### config.mk
export PLATFORM = sky130hd
export DESIGN_NAME = mc_control_fsm
export DESIGN_NICKNAME = d
export VERILOG_FILES = /design/src/rtl/mc_pkg.sv /design/src/rtl/mc_imm_decoder.sv /design/src/rtl/mc_control_fsm.sv
export SDC_FILE = /design/constraint.sdc
export NUM_CORES = 1
export LEC_CHECK = 0
export CAP_MARGIN = 10
export CORE_MARGIN = 2
export CORE_UTILIZATION = 35
export CTS_CLUSTER_SIZE = 25
export DETAILED_ROUTE_END_ITERATION = 8
export PLACE_DENSITY = 0.77
export SETUP_SLACK_MARGIN = 0.3
export SYNTH_ARGS = -nofsm -noshare
export SYNTH_HDL_FRONTEND = slang
export SYNTH_SLANG_ARGS = --single-unit
### constraint.sdc
create_clock -name i_clk -period 1.7 [get_ports i_clk]
set_input_delay 0.425 -clock i_clk [delete_from_list [all_inputs] [get_ports i_clk]]
set_output_delay 0.425 -clock i_clk [all_outputs]
set_load 0.03 [all_outputs]
### src/rtl/mc_pkg.sv
// ============================================================================
// Module      : mc_pkg
// Description : Shared encodings for the multi-cycle RV32I control path.
// Revision    : 1.0 - initial release
// ============================================================================
`default_nettype none

package mc_pkg;

  localparam logic [3:0] c_st_fetch    = 4'd0;
  localparam logic [3:0] c_st_decode   = 4'd1;
  localparam logic [3:0] c_st_memadr   = 4'd2;
  localparam logic [3:0] c_st_memread  = 4'd3;
  localparam logic [3:0] c_st_memwb    = 4'd4;
  localparam logic [3:0] c_st_memwrite = 4'd5;
  localparam logic [3:0] c_st_execr    = 4'd6;
  localparam logic [3:0] c_st_aluwb    = 4'd7;
  localparam logic [3:0] c_st_execi    = 4'd8;
  localparam logic [3:0] c_st_jal      = 4'd9;
  localparam logic [3:0] c_st_beq      = 4'd10;
  localparam logic [3:0] c_st_trap     = 4'd11;

  localparam logic [6:0] OP_LW  = 7'b0000011;
  localparam logic [6:0] OP_SW  = 7'b0100011;
  localparam logic [6:0] OP_R   = 7'b0110011;
  localparam logic [6:0] OP_I   = 7'b0010011;
  localparam logic [6:0] OP_JAL = 7'b1101111;
  localparam logic [6:0] OP_BEQ = 7'b1100011;

  typedef enum logic [1:0] {
    ALU_ADD   = 2'b00,
    ALU_SUB   = 2'b01,
    ALU_FUNCT = 2'b10
  } alu_ctl_e;

  typedef enum logic [1:0] {
    RES_ALUOUT    = 2'b00,
    RES_DATA      = 2'b01,
    RES_ALURESULT = 2'b10
  } result_src_e;

  typedef enum logic [1:0] {
    SRCA_PC    = 2'b00,
    SRCA_OLDPC = 2'b01,
    SRCA_RD1   = 2'b10
  } src_a_e;

  typedef enum logic [1:0] {
    SRCB_RD2  = 2'b00,
    SRCB_IMM  = 2'b01,
    SRCB_FOUR = 2'b10
  } src_b_e;

  typedef enum logic [1:0] {
    IMM_I = 2'b00,
    IMM_S = 2'b01,
    IMM_B = 2'b10,
    IMM_J = 2'b11
  } imm_src_e;

  typedef struct packed {
    logic        pc_update;
    logic        branch;
    logic        adr_src;
    logic        mem_write;
    logic        ir_write;
    result_src_e result_src;
    src_a_e      src_a;
    src_b_e      src_b;
    alu_ctl_e    alu_ctl;
    logic        reg_write;
    logic        trap;
  } ctrl_t;

  // States that wait on the memory handshake when stalling is enabled.
  function automatic logic mem_wait_state(input logic [3:0] state);
    return (state == c_st_fetch) || (state == c_st_memread) ||
           (state == c_st_memwrite);
  endfunction

endpackage

`default_nettype wire

### src/rtl/mc_imm_decoder.sv
// ============================================================================
// Module      : mc_imm_decoder
// Description : Opcode to immediate-format select (combinational).
// Revision    : 1.0 - initial release
// ============================================================================
`default_nettype none

module mc_imm_decoder
  import mc_pkg::*;
(
  input  logic [6:0] i_op,
  output logic [1:0] o_imm_src
);

  always_comb begin
    o_imm_src = IMM_I;
    case (i_op)
      OP_SW:   o_imm_src = IMM_S;
      OP_BEQ:  o_imm_src = IMM_B;
      OP_JAL:  o_imm_src = IMM_J;
      default: o_imm_src = IMM_I;
    endcase
  end

endmodule

`default_nettype wire

### src/rtl/mc_control_fsm.sv
// ============================================================================
// Module      : mc_control_fsm
// Description : Main Moore control FSM of the multi-cycle RV32I core.
//               Optional memory stall handshake under macro MC_STALL_EN.
// Revision    : 1.0 - initial release
// ============================================================================
`default_nettype none

module mc_control_fsm
  import mc_pkg::*;
(
  input  logic       i_clk,
  input  logic       i_rst,
  input  logic [6:0] i_op,
  input  logic       i_zero,
  input  logic       i_mem_ready,
  output logic       o_pc_write,
  output logic       o_adr_src,
  output logic       o_mem_write,
  output logic       o_ir_write,
  output logic [1:0] o_result_src,
  output logic [1:0] o_alu_src_a,
  output logic [1:0] o_alu_src_b,
  output logic [1:0] o_alu_ctl,
  output logic [1:0] o_imm_src,
  output logic       o_reg_write,
  output logic       o_trap,
  output logic [3:0] o_state
);

  logic [3:0] r_state;
  logic [3:0] w_next;
  ctrl_t      w_ctl;
  logic       w_mem_ok;
  logic       w_hold;
  logic       w_gate;

`ifdef MC_STALL_EN
  assign w_mem_ok = i_mem_ready;
`else
  logic w_unused_ready;
  assign w_unused_ready = i_mem_ready;
  assign w_mem_ok       = 1'b1;
`endif

  assign w_hold = mem_wait_state(r_state) & ~w_mem_ok;

  always_ff @(posedge i_clk or posedge i_rst) begin
    if (i_rst) begin
      r_state <= c_st_fetch;
    end else begin
      r_state <= w_next;
    end
  end

  always_comb begin
    w_next = c_st_fetch;
    case (r_state)
      c_st_fetch:  w_next = c_st_decode;
      c_st_decode: begin
        case (i_op)
          OP_LW, OP_SW: w_next = c_st_memadr;
          OP_R:         w_next = c_st_execr;
          OP_I:         w_next = c_st_execi;
          OP_JAL:       w_next = c_st_jal;
          OP_BEQ:       w_next = c_st_beq;
          default:      w_next = c_st_trap;
        endcase
      end
      c_st_memadr:   w_next = (i_op == OP_LW) ? c_st_memread : c_st_memwrite;
      c_st_memread:  w_next = c_st_memwb;
      c_st_memwb:    w_next = c_st_fetch;
      c_st_memwrite: w_next = c_st_fetch;
      c_st_execr:    w_next = c_st_aluwb;
      c_st_execi:    w_next = c_st_aluwb;
      c_st_aluwb:    w_next = c_st_fetch;
      c_st_jal:      w_next = c_st_aluwb;
      c_st_beq:      w_next = c_st_fetch;
      c_st_trap:     w_next = c_st_trap;
      default:       w_next = c_st_fetch;
    endcase
    if (w_hold) begin
      w_next = r_state;
    end
  end

  always_comb begin
    w_ctl = '0;
    case (r_state)
      c_st_fetch: begin
        w_ctl.ir_write   = 1'b1;
        w_ctl.src_a      = SRCA_PC;
        w_ctl.src_b      = SRCB_FOUR;
        w_ctl.alu_ctl    = ALU_ADD;
        w_ctl.result_src = RES_ALURESULT;
        w_ctl.pc_update  = 1'b1;
      end
      c_st_decode: begin
        w_ctl.src_a   = SRCA_OLDPC;
        w_ctl.src_b   = SRCB_IMM;
        w_ctl.alu_ctl = ALU_ADD;
      end
      c_st_memadr: begin
        w_ctl.src_a   = SRCA_RD1;
        w_ctl.src_b   = SRCB_IMM;
        w_ctl.alu_ctl = ALU_ADD;
      end
      c_st_memread: begin
        w_ctl.result_src = RES_ALUOUT;
        w_ctl.adr_src    = 1'b1;
      end
      c_st_memwb: begin
        w_ctl.result_src = RES_DATA;
        w_ctl.reg_write  = 1'b1;
      end
      c_st_memwrite: begin
        w_ctl.result_src = RES_ALUOUT;
        w_ctl.adr_src    = 1'b1;
        w_ctl.mem_write  = 1'b1;
      end
      c_st_execr: begin
        w_ctl.src_a   = SRCA_RD1;
        w_ctl.src_b   = SRCB_RD2;
        w_ctl.alu_ctl = ALU_FUNCT;
      end
      c_st_execi: begin
        w_ctl.src_a   = SRCA_RD1;
        w_ctl.src_b   = SRCB_IMM;
        w_ctl.alu_ctl = ALU_FUNCT;
      end
      c_st_aluwb: begin
        w_ctl.result_src = RES_ALUOUT;
        w_ctl.reg_write  = 1'b1;
      end
      c_st_jal: begin
        w_ctl.src_a      = SRCA_OLDPC;
        w_ctl.src_b      = SRCB_FOUR;
        w_ctl.alu_ctl    = ALU_ADD;
        w_ctl.result_src = RES_ALUOUT;
        w_ctl.pc_update  = 1'b1;
      end
      c_st_beq: begin
        w_ctl.src_a      = SRCA_RD1;
        w_ctl.src_b      = SRCB_RD2;
        w_ctl.alu_ctl    = ALU_SUB;
        w_ctl.result_src = RES_ALUOUT;
        w_ctl.branch     = 1'b1;
      end
      c_st_trap: w_ctl.trap = 1'b1;
      default:   w_ctl = '0;
    endcase
  end

  // Enables are suppressed during reset and while waiting on memory.
  assign w_gate = ~i_rst & ~w_hold;

  assign o_pc_write   = ((w_ctl.branch & i_zero) | w_ctl.pc_update) & w_gate;
  assign o_ir_write   = w_ctl.ir_write & w_gate;
  assign o_mem_write  = w_ctl.mem_write & w_gate;
  assign o_reg_write  = w_ctl.reg_write & ~i_rst;
  assign o_adr_src    = w_ctl.adr_src;
  assign o_result_src = w_ctl.result_src;
  assign o_alu_src_a  = w_ctl.src_a;
  assign o_alu_src_b  = w_ctl.src_b;
  assign o_alu_ctl    = w_ctl.alu_ctl;
  assign o_trap       = w_ctl.trap;
  assign o_state      = r_state;

  mc_imm_decoder u_imm_decoder (
    .i_op      (i_op),
    .o_imm_src (o_imm_src)
  );

endmodule

`default_nettype wire

==> results of run 1 <==
stage by stage:
stage	cells	utilization [%]	hold slack (ps)	worst slack [ps]	TNS [ps]
2_1_floorplan	72	-	199.9	-208.4	-466.4
3_3_place_gp	138	81.39	751.4	-265.1	-1112
3_5_place_dp	138	81.39	762.4	-288.8	-1247
cells in the mapped netlist, drive strengths merged:
library cell	count	share of area [%]
and2b	1	1.5
a21oi	7	7.0
nor3	6	6.0
and3	4	5.2
inv	3	2.2
o21ai	4	4.0
and2	1	1.2
xor2	2	3.5
nor2b	2	2.5
nand3	1	0.99
xnor2	1	1.7
buf	4	5.2
nor4	2	2.5
nor2	7	5.2
nand2b	5	6.2
or3	2	2.5
o21a	1	1.5
o31ai	1	1.5
a221oi	1	1.7
or2b	1	1.5
nand4bb	1	5.5
a31oi	2	2.5
dfrtp	4	20
a31o	1	1.7
o211ai	1	1.5
nand2	7	5.2
cell families after synthesis:
| kind of cell | Yosys count | synth area share (%) |
|---|---|---|
| buffers and inverters | 7 | 7.461 |
| AOI/OAI and AO/OA | 18 | 21.39 |
| xor gates and xnor gates | 3 | 5.225 |
| and+or+nand+nor | 40 | 46.02 |
| DFF | 4 | 19.90 |
==> impl_metrics.ini, run 1 <==
[cts]
root_buffer = clkbuf_4
cts_buffers = 3
cts.sinks = 4
cts_buffer_depth = 2
h-tree-depth = 1
ctsHoldBuffers = 0
cts_setup_buffers = 13
cts_resized = 85

[synth]
syn_area_per_cell_um2 = 6.986
ys_seq_area_share_pct = 19.90
syn_inst = 72
synth_warnings = 0
synth_seq_cells = 4
syn_area_um2 = 503.0
synth_nets = 83
synthDistinctLibCells = 28

[placement]
gp_congestion = 0.9105
io_buffers = 29
placedInstanceArea_mm2 = 0.001072
hpwl_um = 1503

[run_status]
outcome = did not finish
lastStage = 4_1_cts
firstError = [ERROR DPL-0038] Utilization greater than 100%, impossible to legalize

[die]
pin_count = 31
num_rows = 13
initial_core_util_pct = 38.18
fp.dieH_um = 41.91
fp.dieW_um = 41.91
==> run 2, diff against run 1 <==
- CORE_AREA: unset -> 2 2 63 65
- CORE_MARGIN: 2 -> unset
- CORE_UTILIZATION: 35 -> unset
- CTS_CLUSTER_SIZE: 25 -> unset
- DIE_AREA: unset -> 0 0 65 67
- PLACE_DENSITY: 0.77 -> unset
- PLACE_DENSITY_LB_ADDON: unset -> 0.15
- SETUP_SLACK_MARGIN: 0.3 -> unset
==> run 2 against run 1 <==
The flow now finishes, with violations (setup timing). Synthesized area unchanged. Synthesized cell count stayed put.
==> impl_metrics.ini, run 2 <==
[cts]
ctsHoldBuffers = 0
clkSlewWorstSetupHoldPaths_ps = 30
cts_tree = yes
cts.sinks = 4
clock_latency_ps = 220
h-tree-depth = 1
cts_buffers = 3
cts_buffer_depth = 2
root_buffer = clkbuf_8

[critical_path]
critPathRequiredTime_ps = 1270
crit_type = flop to output pin
startpoint_type = flop
crit_arrival_ps = 1370
path_cells = or2b_4 > nand2_4 > buf_12 > nor3_4 > buf_6
critical-path-max-stage-delay_ps = 410
crit_path_max_fanout = 4
cp_slowest_cell = dfrtp_2
end_kind = output pin

[detailed_routing]
drc = 0
drt.antenna.violating_nets = 0
post_drt_via_cell_ratio = 4.027
routed_wl_um = 1945
post_drt_wl_per_cell_um = 10.40
num_vias = 753
first_pass_iters = 4
dr.first_iter.drc_count = 10

[global_routing]
grt.overflow.total = 0
grt_pass1_vias = 712
grt_max_degree = 11
track_usage_pct = 9.272
grt_pass1_wl_um = 3153
antenna_found_initial = 0

[cells_and_area]
syn2layout_area_growth_pct = 175.4
final_util_pct = 38.41
stdcell_count = 187
antennaDiodeCount = 0
layout_common_cells = 39 x buf_4, 18 x buf_6, 8 x dlygate4sd2_1
finalNetCount = 152
fillers = 383
final_common_cell = buf_4
final_layout_size_suffix_gt1_share_pct = 69.06
largest_reg_flops = 4

[synth]
synth_top_area_cell = dfrtp_1
synthDistinctLibCells = 28
synth_commonest_cells = 7 x a21oi_1, 7 x nand2_1, 7 x nor2_1
synth_ff_type = dfrtp_1
ys_seq_area_share_pct = 19.90
synth_area_leaders = dfrtp_1 20%, a21oi_1 7.0%, nand2b_1 6.2%
syn_area_per_cell_um2 = 6.986
synth_top_area_share_pct = 19.90
synth_simple_gate_area_share_pct = 46.02
synth_top_family_by_area = simple AND/OR/NAND/NOR gates
synth.area.mux_share_pct = 0
syn_inst = 72
synth_compound_area_share_pct = 21.39
synthArstFlopShare_pct = 100.0
synth_fa_ha_area_share_pct = 0
synth_nets = 83
synth_seq_cells = 4
synth_warnings = 0
syn_area_um2 = 503.0
synth-edff-count = 0
synthXorXnorAreaFrac_pct = 5.224

[timing]
fmax_mhz = 557.2
drv_slew = 0
rsz0062_at_grt = true
layout_setup_ws_ps = -94.79
fin_skew_ps = 1.604
whs_ps = 338.6
finalSetupTns_ps = -554.9
hold_violations = 0
period_needed_ps = 1795
tightestPinTransition_ps = 254.3
maxSlewHeadroom_pct = 83.04
setup_viol = 9
finalCritPeriodShare_pct = 105.6

[pwr]
power.total_mw = 2.525
power_density_mw_per_mm2 = 1823
p_leak_nw = 0.6208
ir_worst_vdd_mv = 0.4879

[die]
core_mm2 = 0.003606
fp.dieW_um = 65
initial_core_util_pct = 13.95
fp.dieH_um = 67
num_rows = 22
die_area_mm2 = 0.004355
pin_count = 31

[placement]
io_buffers = 29
hpwl_um = 1465
gp_congestion = 0.8012
dp.cells = 172

[run_status]
outcome = finished with violations
violations = setup timing

[job]
drv_cap = 0

[hold_path]
hold_path_class = input pin to async pin
[run 2: cell counts after synthesis]
No cell type changed its count.
[run 2: per-layer routing]
layer	track usage, %	up-vias	share of wire [%]
met2	17.14	29	52
met3	2.534	0	6.2
li1	-	389	-
met4	1.596	0	0
met5	0	-	0
met1	10.73	335	41
[run 2: area by class of cell]
| class | count | area, um2 | area share, % |
|---|---|---|---|
| clock buffer | 3 | 41.29 | 2.981 |
| sequential | 4 | 105.1 | 7.588 |
| tap | 48 | 60.06 | 4.336 |
| multi-input combinational | 61 | 551.8 | 39.84 |
| inverter | 3 | 11.26 | 0.8130 |
| timing repair buffer | 68 | 615.6 | 44.44 |
[run 2: logic make-up (layout without fill, tap and decap cells)]
| logic type | count (synthesis) | in the layout |
|---|---|---|
| buffers and inverters | 7 | 74 |
| XOR/XNOR | 3 | 3 |
| AO/OA/AOI/OAI | 18 | 18 |
| flip-flops | 4 | 4 |
| AND/OR/NAND/NOR | 40 | 40 |
[run 2: worst max-delay path: cells and delay by family (launching register included)]
kind                   cells  cell delay (ps)
and+or+nand+nor            3              470
DFF                        1              410
buffers and inverters      2              270
[run 2: final timing paths]
path | slack, ps | startpoint | to | cells past startpoint
max | -90 | o_state[1] | o_reg_write | 5
min | 340 | i_rst | o_state[2] | 3
max reg2reg | 150 | o_state[3] | o_state[1] | 7
min reg2reg | 810 | o_state[0] | o_state[0] | 2
max in group asynchronous | 1250 | i_rst | o_state[3] | 3
min in group i_clk | 760 | i_op[4] | o_state[2] | 4
[run 2: timing repair]
action	4_1_cts	5_1_grt
setup buffers	9	3
gates resized for setup	32	15
pin swaps	10	5
endpoints found under the setup margin	16	16
[run 2: report_power, final]
part / internal (mW) / switching, mW
Combinational: 1.02 / 1.05
Sequential: 0.149 / 0.0996
Clock: 0.151 / 0.0483
[run 2: per-stage QoR]
stage	area (um2)	worst slack, ps
after floorplan	628.1	-216.1
after global placement	1115	-268.1
after detailed placement	1115	-240.4
after CTS	1314	-100.7
after global routing	1385	-160.7
final	1385	-94.79
(Power assumes the default switching activity.)
==> run 3, diff against run 2 <==
- ABC_CLOCK_PERIOD_IN_PS: unset -> 1700
- CELL_PAD_IN_SITES_DETAIL_PLACEMENT: unset -> 0
- CELL_PAD_IN_SITES_GLOBAL_PLACEMENT: unset -> 1
==> run 3 against run 2 <==
The run still ends with setup timing left. Sequential share of layout area rose by 0.46 points. Combinational power decreased by 7%. Utilization decreased by 2.2 points. Wire length grew 6.7%. Highest routed layer is now met4. Largest power group unchanged. Die area unchanged. Clock-buffer cell count unchanged. First-iteration DRC count shrank 20%. Sequential power up 2%. Register-to-register slack got worse by 110 ps. Sequential cell count is the same.
==> impl_metrics.ini, run 3 (same netlist as run 2, synthesis figures left out) <==
[job]
drv_cap = 0

[timing]
setup_viol = 11
finalCritPeriodShare_pct = 107.2
layout_setup_ws_ps = -123.0
period_needed_ps = 1823
fmax_mhz = 548.5
maxSlewHeadroom_pct = 81.04
rsz0062_at_grt = true
hold_violations = 0
drv_slew = 0
tightestPinTransition_ps = 284.4
fin_skew_ps = 4.889

[critical_path]
crit_path_max_fanout = 8
critical_path.startpoint = o_state[0]
reg2regPathDepth = 7
crit_type = flop to output pin
rr_startpoint = o_state[0]
critPathRequiredTime_ps = 1270
end_kind = output pin
r2r-end = o_state[1]
reg2reg_slack_ps = 40
cp_slowest_cell = dfrtp_2
crit_top_cell = buf_4
startpoint_type = flop
path_cells = buf_4 > buf_4 > buf_4 > and3_4 > buf_6
crit_arrival_ps = 1400
critical-path-max-stage-delay_ps = 460

[global_routing]
grt.overflow.total = 0
grt_max_degree = 10
antenna_found_initial = 0
grt_pass1_wl_um = 3215
grt_pass1_vias = 729
track_usage_pct = 9.561

[detailed_routing]
drc = 0
first_pass_iters = 4
wl_met3_um = 110
routed-wl-met2_um = 1040
post_drt_via_cell_ratio = 4.091
post_drt_wl_per_cell_um = 11.16
routed_wl_um = 2076
num_vias = 761
dr.first_iter.drc_count = 8
routed.top_layer = met4
drt.antenna.violating_nets = 0
drt-met1-wl_um = 912

[die]
die_area_mm2 = 0.004355
pin_count = 31
core_mm2 = 0.003606
num_rows = 22
fp.dieH_um = 67
fp.dieW_um = 65
initial_core_util_pct = 13.95

[run_status]
violations = setup timing
outcome = finished with violations

[pwr]
power_density_mw_per_mm2 = 1831
p_leak_nw = 0.5930
ir_worst_vdd_mv = 0.4299
power.total_mw = 2.391

[cells_and_area]
syn2layout_area_growth_pct = 159.7
final_layout_size_suffix_gt1_share_pct = 66.67
final_common_cell = buf_4
final_util_pct = 36.22
fillers = 385
finalNetCount = 151
layout_common_cells = 45 x buf_4, 12 x buf_6, 7 x dlygate4sd2_1
largest_reg_flops = 4
antennaDiodeCount = 0

[cts]
ctsHoldBuffers = 0
cts_tree = yes
h-tree-depth = 1
cts.sinks = 4
root_buffer = clkbuf_8
cts_buffers = 3
clock_latency_ps = 220
clkSlewWorstSetupHoldPaths_ps = 30
cts_buffer_depth = 2

[placement]
place_ws_ps = -264.0
hpwl_um = 1489
gp_congestion = 0.7044
io_buffers = 29

[hold_path]
hold_path_class = input pin to async pin
==> run 3: changes by cell type in the layout (fill, tap and decap cells not counted), moves of 2 or more <==
cell | previous run | this run
buf_12 | 2 | 0
buf_4 | 39 | 45
buf_6 | 18 | 12
nand2b_1 | 2 | 4
==> run 3: layout make-up <==
type	count	area, um2	area share (%)
Sequential cell	4	105.1	8.046
Timing Repair Buffer	67	559.3	42.82
Inverter	3	11.26	0.8621
Tap cell	48	60.06	4.598
Multi-Input combinational cell	61	529.3	40.52
Clock buffer	3	41.29	3.161
==> run 3: what timing repair did <==
action                                  CTS  global route
pin swaps                                 5             7
setup buffers                             5             7
gates resized for setup                  25             9
endpoints found under the hold margin     0             0
endpoints found under the setup margin   15            16
==> run 3: power breakdown <==
| group | internal [mW] | switching (mW) | total, mW | leakage [nW] |
|---|---|---|---|---|
| Clock | 0.151 | 0.0462 | 0.197 | 0.0216 |
| Combinational | 0.924 | 1.02 | 1.94 | 0.527 |
| Sequential | 0.149 | 0.106 | 0.255 | 0.0448 |
==> run 3: worst max-delay path by stage <==
stage | end | slack, ps
after CTS | o_pc_write | -140
after detailed placement | o_state[1] | -260
after floorplan | o_ir_write | -220
final | o_trap | -120
after global placement | o_imm_src[1] | -270
after global routing | o_pc_write | -180
==> run 3: per-layer routing <==
metal | track usage (%) | up-vias
li1 | - | 387
met1 | 10.94 | 345
met2 | 18.30 | 27
met3 | 2.027 | 2
met4 | 1.596 | 0
met5 | 0 | -
==> run 3: critical path, delay by kind of cell, from the launching register on <==
family,cells,cell delay [ps]
flops,1,460
buf+inv,4,560
simple gates,1,160
==> run 3: per-stage QoR <==
| step | setup TNS [ps] | hold slack (ps) | std cells | instance area, um2 |
|---|---|---|---|---|
| final | -839.6 | 359.7 | 186 | 1306 |
| after global routing | -1657 | 377.2 | 186 | 1306 |
| after CTS | -831.6 | 353.3 | 179 | 1227 |
| after detailed placement | -1172 | 756.4 | 171 | 1095 |
| after global placement | -1131 | 757.7 | 171 | 1095 |
| after floorplan | -425.3 | 199.9 | 72 | 628.1 |
==> run 4, diff against run 3 <==
- ABC_AREA: unset -> 1
==> run 4 against run 3 <==
The flow still finishes with violations (setup timing). Sequential share of layout area up 0.78 points. Non-clock buffer count fell by 10. Clock skew increased by 0.63 ps. Sequential power is 4% lower. First-iteration DRC count rose to 2.6 times the previous value. Synthesized area decreased by 2.5%. Maximum frequency rose by 4.7%. Clock-buffer cell count grew 1. Hold slack worse by 17 ps. Largest power group unchanged. Clock power is 7% higher.
==> impl_metrics.ini, run 4 <==
[timing]
fin_skew_ps = 5.514
rsz0062_at_grt = true
drv_slew = 0
setup_viol = 3
whs_ps = 342.3
finalCritPeriodShare_pct = 102.4
period_needed_ps = 1741
fmax_mhz = 574.3
hold_violations = 0
tightestPinTransition_ps = 304.0
maxSlewHeadroom_pct = 79.82
layout_setup_ws_ps = -41.30

[detailed_routing]
routed_wl_um = 1905
post_drt_via_cell_ratio = 3.770
drt.antenna.violating_nets = 0
num_vias = 754
dr.first_iter.drc_count = 21
post_drt_wl_per_cell_um = 9.525
first_pass_iters = 3
drc = 0

[synth]
syn_area_per_cell_um2 = 5.390
synthDistinctLibCells = 15
synth_ff_type = dfrtp_1
ys_seq_area_share_pct = 20.41
synth_warnings = 0
synth_commonest_cells = 28 x nand2_1, 16 x nor2_1, 11 x inv_1
syn_inst = 91
synth_seq_cells = 4
synth_nets = 102
synthArstFlopShare_pct = 100.0
synth_top_area_share_pct = 21.43
synth_area_leaders = nand2_1 21%, dfrtp_1 20%, nor2_1 12%
synth.most_common_cell = nand2_1
synth_top_area_cell = nand2_1
syn_area_um2 = 490.5
synth-edff-count = 0

[die]
fp.dieW_um = 65
fp.dieH_um = 67
initial_core_util_pct = 13.60
core_mm2 = 0.003606
die_area_mm2 = 0.004355
pin_count = 31
num_rows = 22

[critical_path]
crit_top_cell = nor2_4
critPathRequiredTime_ps = 1270
crit_buf_inv = 1
path_cells = nor2_4 > nand2_2 > nor2_4 > a21oi_2 > nor2_4 > buf_6
critPathTopFamily = flip-flops
crit_type = flop to output pin
critical-path-max-stage-delay_ps = 450
crit_path_max_fanout = 5
end_kind = output pin
crit_arrival_ps = 1320
cp_slowest_cell = dfrtp_2
startpoint_type = flop

[global_routing]
track_usage_pct = 9.836
grt_pass1_wl_um = 3215
antenna_found_initial = 0
grt.busiest_layer = met2
use_met2_pct = 18.94
grt_pass1_vias = 797
grt.overflow.total = 0
grt_util_met1_pct = 9.596
met3_usage_pct = 1.689
grt_max_degree = 7

[cts]
cts.sinks = 4
h-tree-depth = 1
root_buffer = clkbuf_8
clock_latency_ps = 220
cts_buffers = 3
ctsHoldBuffers = 0
clkSlewWorstSetupHoldPaths_ps = 30
cts_buffer_depth = 2
cts_tree = yes

[placement]
dp.cells = 180
io_buffers = 29
hpwl_um = 1484
placedInstanceArea_um2 = 909.6
gp_congestion = 0.7409

[cells_and_area]
syn2layout_area_growth_pct = 142.9
multiInputGateArea_um2 = 429.2
largest_reg_flops = 4
final_util_pct = 33.03
regArea_um2 = 105.1
design_area_mm2 = 0.001191
final_common_cell = buf_4
stdcell_count = 200
layout_common_cells = 36 x buf_4, 15 x nand2_1, 13 x inv_2, 11 x nand2_2
final_layout_size_suffix_gt1_share_pct = 64.47
fillers = 403
finalNetCount = 164
antennaDiodeCount = 0

[run_status]
violations = setup timing
outcome = finished with violations

[pwr]
ir_worst_vdd_mv = 0.4776
power_density_mw_per_mm2 = 1569
p_leak_nw = 0.6249

[job]
drv_cap = 0

[hold_path]
hold_path_class = input pin to async pin
run 4: changes by cell type after synthesis, moves of 4 or more:
cell / before / now
nand2b_1: 5 / 0
inv_2: 0 / 8
nand2_1: 7 / 28
nor2_1: 7 / 16
nor3_1: 6 / 1
a21oi_1: 7 / 2
inv_1: 3 / 11
nor2_2: 0 / 5
nand3_1: 1 / 5
run 4: worst register-to-register path: stages, from the launching register on:
cell,delay [ps]
dfrtp_2,450
nor2_4,150
inv_2,70
nor2_2,150
buf_4,140
nand4_1,90
nand4_1,90
run 4: path summary, 6_finish.rpt:
kind / from / end / slack (ps) / cells past startpoint
worst max-delay path: o_state[2] / o_pc_write / -40 / 6
worst min-delay path: i_rst / o_state[3] / 340 / 3
worst max register to register: o_state[2] / o_state[2] / 470 / 6
worst min register to register: o_state[3] / o_state[2] / 730 / 3
max in group asynchronous: i_rst / o_state[1] / 1240 / 3
min in group i_clk: o_state[3] / o_state[2] / 730 / 3
run 4: layout make-up:
| type | count | share of cell area, % |
|---|---|---|
| Clock buffer | 4 | 3.782 |
| Inverter | 19 | 6.197 |
| Timing Repair Buffer | 57 | 40.13 |
| Multi-Input combinational cell | 68 | 36.03 |
| Tap cell | 48 | 5.042 |
| Sequential cell | 4 | 8.824 |
run 4: where the power goes:
| group | leakage [nW] | switching (mW) | internal [mW] | total (mW) |
|---|---|---|---|---|
| Sequential | 0.0453 | 0.0960 | 0.149 | 0.245 |
| Combinational | 0.557 | 0.876 | 0.536 | 1.41 |
| Clock | 0.0228 | 0.0505 | 0.160 | 0.211 |
run 4: per-stage QoR:
| stage | total power [mW] | worst slack [ps] | TNS [ps] |
|---|---|---|---|
| finish | 1.868 | -41.30 | -82.16 |
| global route | 2.024 | -113.4 | -493.5 |
| CTS | 1.740 | -109.0 | -300.7 |
| detailed placement | 1.465 | -203.0 | -481.1 |
| global placement | 1.468 | -181.1 | -435.1 |
| floorplan | 1.014 | -28.48 | -44.51 |
run 4: cells by family after synthesis:
group           Yosys count  synth area share, %
simple gates             60                55.61
buf+inv                  19                14.54
flops                     4                20.41
compound gates            8                9.440
run 4: layer usage:
layer	vias to the layer above	wire, um
li1	401	-
met1	323	762
met2	25	994
met3	5	101
met4	0	46
met5	-	0
run 4: what timing repair did:
| item | CTS | global route |
|---|---|---|
| setup endpoints to repair | 13 | 16 |
| pin swaps | 9 | 10 |
| buffers inserted | 14 | 2 |
| resized for setup | 29 | 29 |
